--- config.mk ---
export PLATFORM = sky130hd
export DESIGN_NAME = edge_detector_bank
export DESIGN_NICKNAME = d
export VERILOG_FILES = /design/src/rtl/edge_detector_bank.sv
export SDC_FILE = /design/constraint.sdc
export NUM_CORES = 1
export LEC_CHECK = 0
export ABC_AREA = 1
export CORE_ASPECT_RATIO = 1.5
export CORE_MARGIN = 8
export CORE_UTILIZATION = 40
export DETAILED_ROUTE_END_ITERATION = 6
export GPL_TIMING_DRIVEN = 0
export PLACE_DENSITY = 0.6
export SYNTH_ARGS = -nofsm -noshare
export SYNTH_HDL_FRONTEND = slang
export SYNTH_SLANG_ARGS = --single-unit
export TNS_END_PERCENT = 20
--- constraint.sdc ---
create_clock -name C -period 2.1 [get_ports C]
set_clock_uncertainty 0.15 [all_clocks]
set_input_delay 0.63 -clock C [delete_from_list [all_inputs] [get_ports C]]
set_output_delay 0.63 -clock C [all_outputs]
set_load 0.05 [all_outputs]
--- src/rtl/edge_detector_bank.sv ---
`default_nettype none
// +--------------------------------------------------------------------------+
// | edge_detector_bank: synchronise, debounce and edge-detect WIDTH inputs   |
// | into 1-cycle pulses, sticky pending flags and an IRQ.  Rev 1.0           |
// +--------------------------------------------------------------------------+
module edge_detector_bank #(
  parameter int WIDTH       = 8,
  parameter int SYNC_STAGES = 2,
  parameter int DEBOUNCE    = 4
) (
  input  logic             C,
  input  logic             RST,
  input  logic [WIDTH-1:0] I,
  input  logic [1:0]       MODE,
  input  logic [WIDTH-1:0] MASK,
  input  logic [WIDTH-1:0] CLR,
  output logic [WIDTH-1:0] O,
  output logic [WIDTH-1:0] PEND,
  output logic             IRQ
);

  localparam logic [1:0] c_MODE_RISE = 2'b00;
  localparam logic [1:0] c_MODE_FALL = 2'b01;
  localparam logic [1:0] c_MODE_BOTH = 2'b10;

  logic [WIDTH-1:0] w_sync;
  logic [WIDTH-1:0] r_stab;
  logic [WIDTH-1:0] r_stab_d;
  logic [WIDTH-1:0] r_pend;
  logic [WIDTH-1:0] w_rise;
  logic [WIDTH-1:0] w_fall;
  logic [WIDTH-1:0] w_sel;

  for (genvar gi = 0; gi < WIDTH; gi++) begin : g_sync
    logic [SYNC_STAGES-1:0] r_chain;

    always_ff @(posedge C) begin
      if (!RST) begin
        r_chain <= '0;
      end else begin
        r_chain <= {r_chain[SYNC_STAGES-2:0], I[gi]};
      end
    end

    assign w_sync[gi] = r_chain[SYNC_STAGES-1];
  end

  if (DEBOUNCE == 0) begin : g_bypass
    always_ff @(posedge C) begin
      if (!RST) begin
        r_stab <= '0;
      end else begin
        r_stab <= w_sync;
      end
    end
  end else begin : g_debounce
    localparam int c_CNT_W = (DEBOUNCE > 1) ? $clog2(DEBOUNCE + 1) : 1;
    localparam logic [c_CNT_W-1:0] c_CNT_LAST = c_CNT_W'(DEBOUNCE - 1);

    logic [c_CNT_W-1:0] r_cnt [WIDTH];

    // The count only advances while the synchronised level disagrees with the
    // accepted one, so any glitch back to the old level restarts it.
    always_ff @(posedge C) begin
      if (!RST) begin
        r_stab <= '0;
        for (int k = 0; k < WIDTH; k++) begin
          r_cnt[k] <= '0;
        end
      end else begin
        for (int k = 0; k < WIDTH; k++) begin
          if (w_sync[k] == r_stab[k]) begin
            r_cnt[k] <= '0;
          end else if (r_cnt[k] == c_CNT_LAST) begin
            r_stab[k] <= w_sync[k];
            r_cnt[k]  <= '0;
          end else begin
            r_cnt[k] <= r_cnt[k] + c_CNT_W'(1);
          end
        end
      end
    end
  end

  always_ff @(posedge C) begin
    if (!RST) begin
      r_stab_d <= '0;
      r_pend   <= '0;
    end else begin
      r_stab_d <= r_stab;
      r_pend   <= (r_pend & ~CLR) | O;
    end
  end

  // MODE and MASK gate the registered edges directly, so they act immediately.
  always_comb begin
    w_rise = r_stab & ~r_stab_d;
    w_fall = ~r_stab & r_stab_d;
    case (MODE)
      c_MODE_RISE: w_sel = w_rise;
      c_MODE_FALL: w_sel = w_fall;
      c_MODE_BOTH: w_sel = w_rise | w_fall;
      default:     w_sel = '0;
    endcase
  end

  assign O    = MASK & w_sel;
  assign PEND = r_pend;
  assign IRQ  = |r_pend;

endmodule
`default_nettype wire

==> metrics.txt <==
TNS Setup -1.08 ns; Worst-Skew Late Latency 0.34 ns; top cells by area, synth dfxtp_1 (27%), edfxtp_1 (24%), ha_1 (14%), inv_1 (10%), nand2_1 (6.2%); sequential group share of total power 48.9%; PortBufs 42; first-pass GRT wire length 9580 um; drt pass-1 iters 4; DP HPWL 4010 um; Routed WL 5560 um; most common cell in the netlist inv_1; antenna viol nets, final 0; # diodes 0; routability cong. 0.701; Post-Syn Instances 326; Cell variety after synth 17; Crit path buffers/inverters 3; Critical Path RT 1.32 ns; Max Freq 439 MHz; min cycle time layout 2.28 ns; H-tree depth 3; design area 4070 um2; largest net degree at the start of global routing 11; total number of vias 2177; die height 121 um; CTS tree built; Post-synth top cells inv_1 (81), nand2_1 (49), dfxtp_1 (40), ha_1 (32); clock root buffer master clkbuf_8; Synth Flop Type dfxtp_1; post-synthesis sequential area ratio 51.6%; slowest CP cell dfxtp_4; synthesized cell area 2950 um2; Yosys warnings 0; Comb pwr share 9.4%; outcome finished, violations left; Die Wd 86.1 um; Slew Limit Fails 0; clock buffer depth 2; leakage power 2.00 nW; Core Box Area 7180 um2; vias per inst 4.20; Worst setup SP type flip-flop; cell breakdown of the critical path inv_2 -> ha_4 -> nand3b_1 -> nand3_2 -> nand2_2 -> clkinvlp_4 -> buf_8; clock power share 41.7%; ys async rst share 0%; unrepaired setup endpoints after global routing yes; setup slack after layout -0.180 ns; Sw Ratio 22.5%; Largest stage delay, worst path 0.35 ns; crit path kind flip-flop to output pin; via count of the first global-routing pass 2183; nets@finish 473; Final Hold Vio Count 0; failing checks negative setup slack; internal cell power 0.00215 W; share of the synthesized area in the top cell type 27.2%; Worst Hold Class flip-flop to flip-flop; Fillers 660; number of synthesized flops with an enable pin 24; CP endpoint kind output pin; switching pwr 0.000624 W; final period utilization 109%; pre-CTS WS -0.774 ns; Overflow after GRT 0; Power Total 0.00277 W; setup violators final 8; Residual DRC 0; Placed Area 3580 um2; Synth area leader dfxtp_1; share of layout cells above drive strength 1 20.8%; Max Cap Violations 0; Crit path max-delay family flip-flops; Crit path arrival time 1.50 ns; Die Area 10400 um2; PD cells 682 nW/um2; CTS Buf Count 9; Synth Register Bits 64; Clock Pin Slew Worst Setup and Hold Paths 0.07 ns; Max FO, Critical Path 2; num rows 38; Ports 45; hold buffers post-CTS 0; Iteration-0 DRC Markers 96; initial core utilization 41.0%; Total Routing Usage GR 11.9%; area growth from synthesis to layout 38.1%; per-cell routed wire length 10.7 um; initial antenna violation count 0; Mapped Avg Cell Area 9.04 um2; Sink Count 64; peak supply drop 387 uV; Hold WS 0.260 ns
registers in the layout (all words and copies together), names as in the netlist:
signal	cells
PEND	8
g_debounce.r_cnt	24
g_sync.r_chain	16
r_stab	8
r_stab_d	8
power groups by stage:
stage	Clock [W]	Sequential (W)	Combinational, W
after floorplan	0	0.00139	0.000137
after global placement	0	0.00139	0.000232
after detailed placement	0	0.00139	0.000237
after CTS	0.00120	0.00135	0.000256
after global routing	0.00124	0.00136	0.000299
final	0.00116	0.00136	0.000261
cells in the final DEF (no fill, tap or decap), types with 4 or more instances in the layout:
cell type	instances
nor2_1	24
ha_1	22
a21oi_1	24
buf_6	7
ha_4	8
o211ai_1	8
clkdlybuf4s50_1	25
buf_4	11
nand2_1	45
dfxtp_2	7
o21ai_0	8
conb_1	24
nand3_1	13
dfxtp_1	25
inv_2	11
dlygate4sd2_1	8
dfxtp_4	8
edfxtp_1	24
buf_2	5
nand3b_1	8
nand2_2	4
inv_1	70
clkbuf_8	10
final timing paths:
path | from | to | slack (ns) | cells past startpoint
worst max-delay path | r_stab[0] | O[0] | -0.18 | 7
worst max register to register | g_debounce.r_cnt[1][0] | g_debounce.r_cnt[1][0] | 0.59 | 5
worst min-delay path | g_sync[0].r_chain[0] | g_sync[0].r_chain[1] | 0.26 | 2
worst min register to register | g_sync[0].r_chain[0] | g_sync[0].r_chain[1] | 0.26 | 2
routing by layer:
metal	up-vias	track usage [%]	wire length (um)
li1	1174	-	-
met1	942	12.5	2430
met2	53	19.5	2600
met3	8	3.59	367
met4	0	8.92	149
met5	-	0	0
metrics by stage:
step	utilization, %	std cells
2_1_floorplan	-	349
3_3_place_gp	49.9	491
3_5_place_dp	49.9	491
4_1_cts	55.3	517
5_1_grt	56.7	518
6_report	56.7	518
cell families after synthesis:
kind of cell | Yosys count | share of synthesized area (%)
and+or+nand+nor | 100 | 15.2
buffers and inverters | 89 | 12.0
DFF | 64 | 51.6
AOI/OAI and AO/OA | 40 | 7.47
adders and majority gates | 32 | 13.6
other | 1 | 0.127
tightest hold or removal path, cell delays in order (launching register included):
cell and delay, ns:
dfxtp_1 0.31, nand2_1 0.04, inv_1 0.04
area by class of cell:
type / count / area (um2) / area share [%]
multi-input combinational: 196 / 1300 / 31.9
clock inverter: 3 / 65.1 / 1.60
sequential: 64 / 1560 / 38.3
tap: 100 / 125 / 3.08
clock buffer: 13 / 149 / 3.66
buffer: 6 / 42.5 / 1.05
timing repair buffer: 53 / 509 / 12.5
inverter: 83 / 318 / 7.81
what timing repair did:
action                                  in CTS  in global routing
pin swaps                                   11                 19
endpoints found under the setup margin      17                  9
resized for setup                           98                 26
setup buffers                               10                  1
(Power assumes the default switching activity.)
